**src/rtl/mips_muldiv_pkg.sv**
```systemverilog
// Shared encodings for the HI/LO multiply/divide unit and the decoder that drives it.
package mips_muldiv_pkg;

    typedef enum logic [5:0] {
        MULT  = 6'b011000,
        MULTU = 6'b011001,
        DIV   = 6'b011010,
        DIVU  = 6'b011011
    } muldiv_funct_t;

    typedef enum logic [1:0] {
        IDLE,
        CALC,
        FIX
    } muldiv_state_t;

    localparam logic [5:0] FUNCT_MFHI = 6'b010000;
    localparam logic [5:0] FUNCT_MTHI = 6'b010001;
    localparam logic [5:0] FUNCT_MFLO = 6'b010010;
    localparam logic [5:0] FUNCT_MTLO = 6'b010011;

    // All four multiply/divide codes share the 0110xx prefix.
    function automatic logic is_muldiv(input logic [5:0] f);
        return (f[5:2] == 4'b0110);
    endfunction

endpackage

```
**src/rtl/mips_muldiv_unit.sv**
```systemverilog
// Iterative MULT/MULTU/DIV/DIVU engine owning HI/LO: one shift-add or
// restoring shift-subtract step per clock, with sign correction in a final FIX cycle.
module mips_muldiv_unit
    import mips_muldiv_pkg::*;
#(
    parameter int WIDTH = 32
) (
    input  logic             clk,
    input  logic             reset,
    input  logic             start,
    input  logic [5:0]       funct,
    input  logic [WIDTH-1:0] op_a,
    input  logic [WIDTH-1:0] op_b,
    input  logic             write_hi,
    input  logic             write_lo,
    input  logic [WIDTH-1:0] write_data,
    output logic             busy,
    output logic             done,
    output logic [WIDTH-1:0] hi,
    output logic [WIDTH-1:0] lo
);

    localparam int CW = $clog2(WIDTH) + 1;

    muldiv_state_t     state, state_next;
    logic [CW-1:0]     count;
    logic [2*WIDTH-1:0] acc;
    logic [WIDTH-1:0]  opnd;
    logic [WIDTH-1:0]  saved_a;
    logic              is_div_q;
    logic              a_neg_q;
    logic              b_neg_q;

    logic              start_ok;
    logic              start_signed;
    logic              start_div;
    logic              start_a_neg;
    logic              start_b_neg;
    logic [WIDTH-1:0]  a_mag;
    logic [WIDTH-1:0]  b_mag;

    logic [WIDTH:0]    sum;
    logic [WIDTH:0]    diff;
    logic [2*WIDTH-1:0] mul_step;
    logic [2*WIDTH-1:0] div_step;
    logic [2*WIDTH-1:0] product;
    logic [WIDTH-1:0]  fix_hi;
    logic [WIDTH-1:0]  fix_lo;

    assign busy = (state != IDLE);

    always_comb begin
        state_next   = state;
        start_ok     = start && is_muldiv(funct);
        start_signed = (funct == MULT) || (funct == DIV);
        start_div    = (funct == DIV) || (funct == DIVU);
        start_a_neg  = start_signed && op_a[WIDTH-1];
        start_b_neg  = start_signed && op_b[WIDTH-1];
        a_mag        = start_a_neg ? -op_a : op_a;
        b_mag        = start_b_neg ? -op_b : op_b;

        // Multiply: add multiplicand into the upper half when the multiplier LSB is set, then shift right.
        sum      = {1'b0, acc[2*WIDTH-1:WIDTH]} + {1'b0, (acc[0] ? opnd : {WIDTH{1'b0}})};
        mul_step = {sum, acc[WIDTH-1:1]};

        // Divide: shift the partial remainder left and keep the subtraction only if it did not go negative.
        diff     = acc[2*WIDTH-1:WIDTH-1] - {1'b0, opnd};
        div_step = diff[WIDTH] ? {acc[2*WIDTH-2:0], 1'b0}
                               : {diff[WIDTH-1:0], acc[WIDTH-2:0], 1'b1};

        product = (a_neg_q ^ b_neg_q) ? -acc : acc;
        fix_hi  = product[2*WIDTH-1:WIDTH];
        fix_lo  = product[WIDTH-1:0];
        if (is_div_q) begin
            if (opnd == '0) begin
                fix_hi = saved_a;
                fix_lo = '1;
            end else begin
                fix_lo = (a_neg_q ^ b_neg_q) ? -acc[WIDTH-1:0] : acc[WIDTH-1:0];
                fix_hi = a_neg_q ? -acc[2*WIDTH-1:WIDTH] : acc[2*WIDTH-1:WIDTH];
            end
        end

        unique case (state)
            IDLE:    if (start_ok) state_next = CALC;
            CALC:    if (count == CW'(WIDTH - 1)) state_next = FIX;
            FIX:     state_next = IDLE;
            default: state_next = IDLE;
        endcase
    end

    always_ff @(posedge clk) begin
        if (reset) begin
            state    <= IDLE;
            count    <= '0;
            acc      <= '0;
            opnd     <= '0;
            saved_a  <= '0;
            is_div_q <= 1'b0;
            a_neg_q  <= 1'b0;
            b_neg_q  <= 1'b0;
            hi       <= '0;
            lo       <= '0;
            done     <= 1'b0;
        end else begin
            state <= state_next;
            done  <= 1'b0;
            unique case (state)
                IDLE: begin
                    if (start_ok) begin
                        count    <= '0;
                        saved_a  <= op_a;
                        is_div_q <= start_div;
                        a_neg_q  <= start_a_neg;
                        b_neg_q  <= start_b_neg;
                        opnd     <= start_div ? b_mag : a_mag;
                        acc      <= {{WIDTH{1'b0}}, (start_div ? a_mag : b_mag)};
                    end else if (!start) begin
                        if (write_hi) hi <= write_data;
                        if (write_lo) lo <= write_data;
                    end
                end
                CALC: begin
                    acc   <= is_div_q ? div_step : mul_step;
                    count <= count + 1'b1;
                end
                FIX: begin
                    hi   <= fix_hi;
                    lo   <= fix_lo;
                    done <= 1'b1;
                end
                default: ;
            endcase
        end
    end

endmodule

```
**config.mk**
```make
export PLATFORM = sky130hd
export DESIGN_NAME = mips_muldiv_unit
export DESIGN_NICKNAME = d
export VERILOG_FILES = /design/src/rtl/mips_muldiv_pkg.sv /design/src/rtl/mips_muldiv_unit.sv
export SDC_FILE = /design/constraint.sdc
export NUM_CORES = 1
export LEC_CHECK = 0
export ABC_AREA = 1
export ABC_CLOCK_PERIOD_IN_PS = 5600
export CORE_MARGIN = 2
export CORE_UTILIZATION = 30
export DETAILED_ROUTE_END_ITERATION = 7
export MAX_ROUTING_LAYER = met4
export PLACE_DENSITY_LB_ADDON = 0.15
export SYNTH_ARGS = -nofsm -noshare
export SYNTH_HDL_FRONTEND = slang
export SYNTH_SLANG_ARGS = --single-unit
```
**constraint.sdc**
```tcl
create_clock -name clk -period 5.6 [get_ports clk]
set_input_delay 1.12 -clock clk [delete_from_list [all_inputs] [get_ports clk]]
set_output_delay 1.12 -clock clk [all_outputs]
set_load 0.02 [all_outputs]
```
# Word level (Yosys, flattened, before mapping)

Index checks and enable logic that the tools add are counted.

Bitwise logic cells: 1
Reductions and logical operators: 15
Multiplexer cells: 30
Equality and inequality tests: 13
$add $sub $neg: 8

Operator list:

| kind                                                             | count |
|---|---|
| 32-bit 2-to-1 mux                                                | 17 |
| 64-bit 2-to-1 mux                                                | 4 |
| 32-bit negator                                                   | 4 |
| 32-bit case mux with 2 select lines                              | 2 |
| 64-bit case mux with 2 select lines                              | 1 |
| 64-bit negator                                                   | 1 |
| 32-bit by 32-bit adder with 33-bit output                        | 1 |
| 33-bit by 32-bit subtractor with 33-bit output                   | 1 |
| 32-bit logical NOT                                               | 1 |
| 6-bit by 5-bit == test with 1-bit output (second input constant) | 4 |
| 2-bit inequality test (second input constant)                    | 6 |
| 6-bit case mux with 2 select lines                               | 1 |
| 4-bit AND reduction                                              | 2 |
| 6-bit by 1-bit adder with 6-bit output (second input constant)   | 1 |
| 6-bit 2-to-1 mux                                                 | 1 |
| 2-bit AND reduction                                              | 3 |
| 2-bit nonzero test                                               | 3 |
| 4-bit by 3-bit == test with 1-bit output (second input constant) | 1 |
| 2-bit 2-to-1 mux                                                 | 2 |
| 2-bit case mux with 2 select lines                               | 1 |
| 1-bit logical AND                                                | 3 |
| 2-bit by 1-bit == test with 1-bit output (second input constant) | 1 |
| 2-bit == test (second input constant)                            | 1 |
| 2-bit logical NOT                                                | 1 |
| 3 further kinds                                                  | 4 |

Flip-flop bits (word level): 204
Output and inout port bits: 66
Word-level logic and storage cells: 78
Bits of input ports: 107

# Longest topological paths before layout

Gate-level depths: netlist of run 1.

Depth in word-level cells: 7
Mapped depth: 21
Mapped depth without buffers: 19

# Worst setup path before layout of run 1

Ideal clock, no wire load.

Kind: input to register
Start point: input op_a[1]
End point: register opnd[30]
Path buffers: 0
Slack: 3.010 ns
Stages on the path: 11
Library setup time: 0.132 ns
Data arrival time: 2.458 ns
Required time: 5.468 ns
Cell sequence: inv_1 -> ha_1 -> nand4_1 -> nor2_1 -> nand2_1 -> o21ai_2 -> o21ai_0 -> nand2_1 -> nand2_1 -> a22oi_1 -> a21oi_1

Word-level cells in the longest chain between the ends: 3

RTL lines:

| element              | line                    | source |
|---|---|---|
| from (decl)          | mips_muldiv_unit.sv:12  | `input logic [WIDTH-1:0] op_a,` |
| 32-bit negator       | mips_muldiv_unit.sv:59  | `a_mag = start_a_neg ? -op_a : op_a;` |
| 32-bit 2-to-1 mux    | mips_muldiv_unit.sv:59  |  |
| 32-bit 2-to-1 mux    | mips_muldiv_unit.sv:116 | `opnd <= start_div ? b_mag : a_mag;` |
| to (signal assigned) | mips_muldiv_unit.sv:116 |  |
| to (decl)            | mips_muldiv_unit.sv:28  | `logic [WIDTH-1:0] opnd;` |

No other way between the ends.
A chain may end at the register's enable or synchronous reset.

# Worst setup path in the final report of run 1

Start point: register acc[0]
End point: register acc[53]

Word-level cells in the longest chain between the ends: 4

RTL lines:

| element                                   | line                    | source |
|---|---|---|
| from (decl)                               | mips_muldiv_unit.sv:27  | `logic [2*WIDTH-1:0] acc;` |
| from (signal assigned)                    | mips_muldiv_unit.sv:117 | `acc <= {{WIDTH{1'b0}}, (start_div ? a_mag : b_mag)};` |
| from (signal assigned)                    | mips_muldiv_unit.sv:124 | `acc <= is_div_q ? div_step : mul_step;` |
| 32-bit 2-to-1 mux                         | mips_muldiv_unit.sv:63  | `sum = {1'b0, acc[2*WIDTH-1:WIDTH]} + {1'b0, (acc[0] ? opnd : {WIDTH{1'b0}})};` |
| 32-bit by 32-bit adder with 33-bit output | mips_muldiv_unit.sv:63  |  |
| 64-bit 2-to-1 mux                         | mips_muldiv_unit.sv:124 |  |
| 64-bit case mux with 2 select lines       | mips_muldiv_unit.sv:108 | `unique case (state)` |

No other way between the ends.

==> impl_metrics.xml, run 1 <==
<?xml version="1.0" encoding="UTF-8"?>
<metrics>
  <group name="outcome">
    <metric name="status" unit="">finished clean</metric>
  </group>
  <group name="critical_path">
    <metric name="cp_cell_instances" unit="">buf_4 &gt; nand2_1 &gt; fa_1 &gt; o21ai_1 &gt; nand2_1 &gt; nand2_1 &gt; nand2_1 &gt; nand2_1 &gt; nand2_1 &gt; nand3_1 &gt; nand3_1 &gt; nand2_1 &gt; inv_1 &gt; nand2_1 &gt; a21oi_1</metric>
    <metric name="ff2ff_path_depth" unit="">15</metric>
    <metric name="path_class" unit="">register to register</metric>
    <metric name="critical_path_required" unit="ps">6030</metric>
    <metric name="max_stage_delay" unit="ps">670</metric>
    <metric name="critical_path.max_fanout" unit="">31</metric>
    <metric name="worst_path_max_delay_cell" unit="">sky130_fd_sc_hd__dfxtp_1</metric>
    <metric name="critical_path.endpoint_type" unit="">register</metric>
    <metric name="critical_path.most_common_cell" unit="">sky130_fd_sc_hd__nand2_1</metric>
    <metric name="startpoint_type" unit="">register</metric>
    <metric name="cp_data_arrival_time" unit="ps">4140</metric>
  </group>
  <group name="timing">
    <metric name="timing.final.max_slew_violations" unit="">0</metric>
    <metric name="worst_slack" unit="ps">1890</metric>
    <metric name="finalHoldViolations" unit="">0</metric>
    <metric name="clock_skew" unit="ps">52.6</metric>
    <metric name="hold_ws" unit="ps">456</metric>
    <metric name="finalSetupViolations" unit="">0</metric>
    <metric name="tightest_slew" unit="ps">1110</metric>
    <metric name="min_period" unit="ps">3710</metric>
    <metric name="setup_total_negative_slack" unit="ps">0</metric>
    <metric name="max_freq" unit="MHz">270</metric>
    <metric name="min_period_over_period" unit="">0.663</metric>
    <metric name="timing.max_slew.rel_slack" unit="">0.259</metric>
    <metric name="grt_setup_unrepaired" unit="">no</metric>
  </group>
  <group name="clock_tree">
    <metric name="ctsRootBufferMaster" unit="">sky130_fd_sc_hd__clkbuf_16</metric>
    <metric name="h-tree-depth" unit="">1</metric>
    <metric name="cts_hold_buf" unit="">0</metric>
    <metric name="clock_sink_count" unit="">204</metric>
    <metric name="cts_setup_buffers" unit="">0</metric>
    <metric name="cts.clk_slew.worst_paths" unit="ps">60</metric>
    <metric name="insertion_delay" unit="ps">620</metric>
    <metric name="tritoncts" unit="">built</metric>
    <metric name="cts-buffers-inserted" unit="">28</metric>
    <metric name="clk_path_buf_depth" unit="">3</metric>
    <metric name="postCtsResizedCells" unit="">0</metric>
  </group>
  <group name="logic_synthesis">
    <metric name="yosys.area_share.simple" unit="">0.394</metric>
    <metric name="synth_top_family_by_area" unit="">simple AND/OR/NAND/NOR gates</metric>
    <metric name="ys_seq_elements" unit="">204</metric>
    <metric name="synth-warning-count" unit="">0</metric>
    <metric name="synth.lib_cells_used.distinct" unit="">55</metric>
    <metric name="postSynth.asyncResetShare" unit="">0</metric>
    <metric name="post_synth_xor_area_fraction" unit="">0.0421</metric>
    <metric name="synth_fa_ha_area_frac" unit="">0.0457</metric>
    <metric name="avgSynthCellArea" unit="sq um">5.59</metric>
    <metric name="yosys_most_used_dff" unit="">sky130_fd_sc_hd__dfxtp_1</metric>
    <metric name="post_synth_mux_area_share" unit="">0</metric>
    <metric name="synth_sequential_area_ratio" unit="">0.206</metric>
    <metric name="synth_area" unit="sq um">19800</metric>
    <metric name="syn-num-nets" unit="">3714</metric>
    <metric name="syn_inst" unit="">3536</metric>
    <metric name="synth_compound_gate_area_share" unit="">0.187</metric>
    <metric name="synth_edf_count" unit="">0</metric>
  </group>
  <group name="routing">
    <metric name="antenna_violating_nets_post_route" unit="">0</metric>
    <metric name="drt-wirelength-per-cell" unit="microns">21.7</metric>
    <metric name="post-route-drc-count" unit="">0</metric>
    <metric name="first_drt_iteration_drcs" unit="">2551</metric>
    <metric name="drt_first_pass_iters" unit="">5</metric>
    <metric name="route.final.wire_length" unit="microns">97900</metric>
    <metric name="dr_total_vias" unit="">23700</metric>
    <metric name="viasPerCell" unit="">5.24</metric>
  </group>
  <group name="floorplanning">
    <metric name="floorplan.die.width" unit="microns">261</metric>
    <metric name="boundaryPins" unit="">173</metric>
    <metric name="initial_core_util" unit="">0.302</metric>
    <metric name="floorplan.die_area" unit="sq um">68000</metric>
    <metric name="floorplan.die.height" unit="microns">261</metric>
    <metric name="std_cell_rows" unit="">94</metric>
    <metric name="design.core.area" unit="sq um">65500</metric>
  </group>
  <group name="placed_design">
    <metric name="io_buffer_count" unit="">172</metric>
    <metric name="dpl-instance-area" unit="sq um">22200</metric>
    <metric name="place_ws" unit="ps">1840</metric>
    <metric name="dp_hpwl" unit="microns">78500</metric>
    <metric name="place_congestion" unit="">1.00</metric>
  </group>
  <group name="global_routing">
    <metric name="overflow" unit="">0</metric>
    <metric name="global_route_met3_usage" unit="">0.0321</metric>
    <metric name="grt_start_max_net_pins" unit="">81</metric>
    <metric name="initial_antenna_violation_count" unit="">1</metric>
    <metric name="gr-max-usage-layer" unit="">met2</metric>
    <metric name="first_global_vias" unit="">21900</metric>
    <metric name="globalRouteMet1Util" unit="">0.397</metric>
    <metric name="grtUsageTotal" unit="">0.289</metric>
    <metric name="global_route.usage.met2" unit="">0.445</metric>
    <metric name="grt_pass1_wl" unit="microns">143000</metric>
  </group>
  <group name="power">
    <metric name="report.power.total" unit="uW">4680</metric>
    <metric name="power_density" unit="nW/um^2">202</metric>
    <metric name="total_leakage_power" unit="uW">0.0113</metric>
    <metric name="ir_worst_vdd" unit="V">0.000229</metric>
  </group>
  <group name="worst_hold_path">
    <metric name="hold_depth" unit="">2</metric>
    <metric name="type_of_the_most_critical_hold_path" unit="">register to register</metric>
  </group>
  <group name="final_layout">
    <metric name="postLayoutCellArea" unit="sq um">23200</metric>
    <metric name="post_route_cells_drive_above_1_share" unit="">0.0458</metric>
    <metric name="syn2layout_area_growth" unit="%">17.4</metric>
    <metric name="layout.nets" unit="">3804</metric>
  </group>
  <group name="flow_run">
    <metric name="drv.max_cap_violation_count" unit="">0</metric>
  </group>
</metrics>
-- stage by stage --
stage                util  instances
CTS                 0.354       4512
floorplan               -       3536
global placement    0.339       4460
global route        0.355       4513
detailed placement  0.339       4460
finish              0.355       4514
-- report_power, final --
part	internal [uW]	total, uW	switching, uW
clock network	1140	1940	794
logic	370	1180	812
registers	1510	1560	54.5
-- routing by layer --
layer,wire [microns],share of wire
met1,44100,0.45
met5,0,0
met4,3160,0.032
met2,43600,0.45
met3,7000,0.071
-- synth_stat cells, drive strengths merged (2+ instances only) --
cell	instances	area, sq um
inv	485	1820
nor2	362	1410
dfxtp	204	4080
o22ai	6	37.5
o21bai	7	52.6
o211ai	33	248
nand2	1018	3910
nand3b	18	135
fa	2	40.0
nor3	28	145
a31oi	9	56.3
nor4	5	31.3
nand3	343	1730
buf	44	256
a21boi	2	15.0
xor2	87	762
ha	69	863
xnor2	8	70.1
nand4	45	282
a22oi	6	45.0
or2	17	106
o21a	3	22.5
o21ai	288	1450
a21o	3	22.5
o31ai	3	22.5
o221ai	10	87.6
clkbuf	100	375
and2	2	12.5
a21oi	317	1610
a211oi	3	22.5
and3	2	12.5
clkinv	4	16.3
-- cells in the final DEF, fill, tap and decap left out, types with 8 or more instances in the layout --
master	count
sky130_fd_sc_hd__a21oi_1	314
sky130_fd_sc_hd__a31oi_1	9
sky130_fd_sc_hd__buf_4	32
sky130_fd_sc_hd__clkbuf_16	28
sky130_fd_sc_hd__clkdlybuf4s50_1	171
sky130_fd_sc_hd__dfxtp_1	203
sky130_fd_sc_hd__ha_1	69
sky130_fd_sc_hd__inv_1	471
sky130_fd_sc_hd__inv_2	11
sky130_fd_sc_hd__nand2_1	997
sky130_fd_sc_hd__nand2_2	15
sky130_fd_sc_hd__nand3_1	341
sky130_fd_sc_hd__nand3b_1	18
sky130_fd_sc_hd__nand4_1	45
sky130_fd_sc_hd__nor2_1	340
sky130_fd_sc_hd__nor2_2	17
sky130_fd_sc_hd__nor3_1	27
sky130_fd_sc_hd__o211ai_1	33
sky130_fd_sc_hd__o21ai_0	271
sky130_fd_sc_hd__o21ai_1	14
sky130_fd_sc_hd__o221ai_1	10
sky130_fd_sc_hd__or2_2	16
sky130_fd_sc_hd__xnor2_1	8
sky130_fd_sc_hd__xor2_1	87
-- flip-flops by register name (all words and copies together) (netlist names) --
signal and flops:
acc 64, hi 32, lo 32, opnd 32
saved_a 32, count 6, state 2, a_neg_q 1
b_neg_q 1, done 1, is_div_q 1
-- final cells by class --
cell class              count  area, sq um
clock buffers              35          787
well taps                 864         1080
clock inverters            17          211
inverters                 489         1840
diodes                      2         5.00
repair buffers            204         1960
fillers                  7456        42300
multi-input cells        2699        13300
flip-flops and latches    204         4090
-- path summary, 6_finish.rpt --
kind / from / endpoint / slack, ps
max: acc[0]$_SDFFE_PP0P_ / acc[53]$_SDFFE_PP0P_ / 1890
min: count[4]$_SDFFE_PP0P_ / count[4]$_SDFFE_PP0P_ / 460
max reg2reg: acc[0]$_SDFFE_PP0P_ / acc[53]$_SDFFE_PP0P_ / 1890
min reg2reg: count[4]$_SDFFE_PP0P_ / count[4]$_SDFFE_PP0P_ / 460
-- kinds of logic after synthesis --
family                     count (synthesis)
AOI/OAI and AO/OA                        692
and+or+nand+nor                         1841
buffers and inverters                    633
adders and majority gates                 71
xor gates and xnor gates                  95
DFF                                      204
-- worst max-delay path: cells and delay by family, from the launching register on --
kind            cells  cell delay (ps)
simple gates       10             1180
flops               1              670
compound gates      2              660
buf+inv             2              510
fa+ha+maj           1              510
(Power assumes the default switching activity.)
==> run 2, diff against run 1 <==
Settings changed: ABC_CLOCK_PERIOD_IN_PS 5600 to 3000.
Clock period 5.6 ns to 3 ns, I/O delays scaled along.
==> run 2 against run 1 <==
  * Worst setup slack got worse by 1700 ps
  * Critical path depth unchanged
  * Wire length increased by 3.2%
  * Register-to-register slack got worse by 1700 ps
  * Sequential cell count unchanged
  * Design area increased by 4.7%
  * Hold slack got worse by 0.94 ps
  * Sequential share of layout area decreased by 0.78 points
  * Power increased by 88%
  * Critical path type unchanged
  * Largest power group unchanged
==> impl_metrics.xml, run 2 (synthesis results as in run 1) <==
<?xml version="1.0" encoding="UTF-8"?>
<metrics>
  <group name="final_layout">
    <metric name="layout_commonest_cell" unit="">sky130_fd_sc_hd__nand2_1</metric>
    <metric name="syn2layout_area_growth" unit="%">22.9</metric>
    <metric name="layout_common_cells" unit="">sky130_fd_sc_hd__nand2_1, sky130_fd_sc_hd__inv_1, sky130_fd_sc_hd__nand3_1</metric>
    <metric name="postLayoutCellArea" unit="sq um">24300</metric>
    <metric name="post_route_cells_drive_above_1_share" unit="">0.0793</metric>
    <metric name="layout.filler_cells" unit="">7395</metric>
    <metric name="largest_register_ff_count" unit="">64</metric>
    <metric name="layout.nets" unit="">3941</metric>
    <metric name="regMostFlops" unit="">acc</metric>
  </group>
  <group name="placed_design">
    <metric name="place_congestion" unit="">1.02</metric>
    <metric name="dpl-instance-area" unit="sq um">23400</metric>
    <metric name="io_buffer_count" unit="">172</metric>
    <metric name="dp_hpwl" unit="microns">82000</metric>
  </group>
  <group name="floorplanning">
    <metric name="std_cell_rows" unit="">94</metric>
    <metric name="boundaryPins" unit="">173</metric>
    <metric name="floorplan.die_area" unit="sq um">68000</metric>
    <metric name="floorplan.die.width" unit="microns">261</metric>
    <metric name="initial_core_util" unit="">0.302</metric>
    <metric name="design.core.area" unit="sq um">65500</metric>
    <metric name="floorplan.die.height" unit="microns">261</metric>
  </group>
  <group name="clock_tree">
    <metric name="tritoncts" unit="">built</metric>
    <metric name="clock_sink_count" unit="">204</metric>
    <metric name="cts-buffers-inserted" unit="">27</metric>
    <metric name="clk_path_buf_depth" unit="">3</metric>
    <metric name="ctsRootBufferMaster" unit="">sky130_fd_sc_hd__clkbuf_16</metric>
    <metric name="h-tree-depth" unit="">1</metric>
    <metric name="cts.clk_slew.worst_paths" unit="ps">70</metric>
    <metric name="cts_hold_buf" unit="">0</metric>
    <metric name="insertion_delay" unit="ps">600</metric>
  </group>
  <group name="power">
    <metric name="power.sequential.fraction" unit="">0.331</metric>
    <metric name="total_leakage_power" unit="uW">0.0120</metric>
    <metric name="sw_frac_of_total" unit="">0.357</metric>
    <metric name="report.power.total" unit="uW">8790</metric>
    <metric name="clock_power_share" unit="">0.400</metric>
    <metric name="comb_power_share" unit="">0.269</metric>
    <metric name="power_switching" unit="uW">3140</metric>
    <metric name="p_int" unit="uW">5650</metric>
    <metric name="ir_worst_vdd" unit="V">0.000422</metric>
    <metric name="power_density" unit="nW/um^2">362</metric>
  </group>
  <group name="timing">
    <metric name="clock_skew" unit="ps">22.8</metric>
    <metric name="grt_setup_unrepaired" unit="">no</metric>
    <metric name="max_freq" unit="MHz">355</metric>
    <metric name="setup_total_negative_slack" unit="ps">0</metric>
    <metric name="timing.max_slew.rel_slack" unit="">0.126</metric>
    <metric name="finalHoldViolations" unit="">0</metric>
    <metric name="finalSetupViolations" unit="">0</metric>
    <metric name="tightest_slew" unit="ps">1310</metric>
    <metric name="min_period_over_period" unit="">0.939</metric>
    <metric name="min_period" unit="ps">2820</metric>
    <metric name="timing.final.max_slew_violations" unit="">0</metric>
    <metric name="hold_ws" unit="ps">455</metric>
  </group>
  <group name="critical_path">
    <metric name="critical-path-top-delay-family" unit="">simple AND/OR/NAND/NOR gates</metric>
    <metric name="max_stage_delay" unit="ps">460</metric>
    <metric name="startpoint_type" unit="">register</metric>
    <metric name="cp_num_buf_inv" unit="">2</metric>
    <metric name="critical_path.max_fanout" unit="">16</metric>
    <metric name="critical_path.most_common_cell" unit="">sky130_fd_sc_hd__nand2_1</metric>
    <metric name="cp_data_arrival_time" unit="ps">3340</metric>
    <metric name="cp_cell_instances" unit="">inv_1 &gt; ha_2 &gt; nand2_1 &gt; nor2_2 &gt; nand2_1 &gt; nor2_2 &gt; nand2_4 &gt; nand2_4 &gt; nand2_2 &gt; nand2_4 &gt; buf_4 &gt; nand2_1 &gt; nand3_1 &gt; nand2_1 &gt; a21oi_1</metric>
    <metric name="critical_path.endpoint_type" unit="">register</metric>
    <metric name="critical_path_required" unit="ps">3520</metric>
    <metric name="path_class" unit="">register to register</metric>
    <metric name="worst_path_max_delay_cell" unit="">sky130_fd_sc_hd__dfxtp_1</metric>
  </group>
  <group name="routing">
    <metric name="drt-wirelength-per-cell" unit="microns">21.7</metric>
    <metric name="dr_total_vias" unit="">24400</metric>
    <metric name="post-route-drc-count" unit="">0</metric>
    <metric name="antenna_violating_nets_post_route" unit="">0</metric>
    <metric name="drt_first_pass_iters" unit="">7</metric>
    <metric name="viasPerCell" unit="">5.26</metric>
    <metric name="route.final.wire_length" unit="microns">101000</metric>
    <metric name="first_drt_iteration_drcs" unit="">2685</metric>
  </group>
  <group name="worst_hold_path">
    <metric name="type_of_the_most_critical_hold_path" unit="">register to register</metric>
  </group>
  <group name="flow_run">
    <metric name="drv.max_cap_violation_count" unit="">0</metric>
  </group>
  <group name="global_routing">
    <metric name="grt_start_max_net_pins" unit="">120</metric>
    <metric name="grtUsageTotal" unit="">0.299</metric>
    <metric name="first_global_vias" unit="">22600</metric>
    <metric name="initial_antenna_violation_count" unit="">1</metric>
    <metric name="overflow" unit="">0</metric>
    <metric name="grt_pass1_wl" unit="microns">148000</metric>
  </group>
  <group name="outcome">
    <metric name="status" unit="">finished clean</metric>
  </group>
</metrics>
## run 2: per-stage QoR
step / util / instances / worst slack [ps]
6_report: 0.371 / 4647 / 183
3_3_place_gp: 0.357 / 4598 / 62.3
2_1_floorplan: - / 3536 / 688
5_1_grt: 0.371 / 4647 / 17.9
3_5_place_dp: 0.357 / 4598 / 16.8
4_1_cts: 0.371 / 4646 / 219
## run 2: per-layer routing
metal,GRT usage,vias to the layer above,part of all wire
met4,0.111,0,0.043
li1,-,11900,-
met1,0.411,11400,0.46
met5,-,-,0
met3,0.0309,160,0.068
met2,0.448,1015,0.43
## run 2: repair_timing
item	4_1_cts	5_1_grt
setup endpoints to repair	0	1
setup buffers	0	0
resized for setup	0	1
## run 2: power groups by stage
stage / Clock [uW] / Sequential (uW) / Combinational, uW
finish: 3520 / 2910 / 2370
global route: 3640 / 2920 / 2540
CTS: 3540 / 2910 / 2310
detailed placement: 0 / 2970 / 2300
global placement: 0 / 2970 / 2310
floorplan: 0 / 3010 / 1210
## run 2: layout make-up
cell class              count  area, sq um  share of cell area
clock buffers              35          756              0.0311
inverters                 489         1840              0.0757
multi-input cells        2699        13300               0.546
flip-flops and latches    204         4090               0.168
well taps                 864         1080              0.0445
repair buffers            342         3120               0.128
diodes                      1         2.50            0.000103
clock inverters            13          165             0.00679
## run 2: worst reg2reg max path: cells and delay by family (launching register included)
family          cells  cell delay (ps)
compound gates      1              140
fa+ha+maj           1              410
buf+inv             2              370
flops               1              460
simple gates       11             1380
## run 2: worst paths after layout
path | startpoint | cells after the start | slack, ps | endpoint
min | count[4]$_SDFFE_PP0P_ | 2 | 460 | count[4]$_SDFFE_PP0P_
min reg2reg | count[4]$_SDFFE_PP0P_ | 2 | 460 | count[4]$_SDFFE_PP0P_
max reg2reg | opnd[17]$_SDFFE_PP0P_ | 15 | 180 | acc[32]$_SDFFE_PP0P_
max | opnd[17]$_SDFFE_PP0P_ | 15 | 180 | acc[32]$_SDFFE_PP0P_
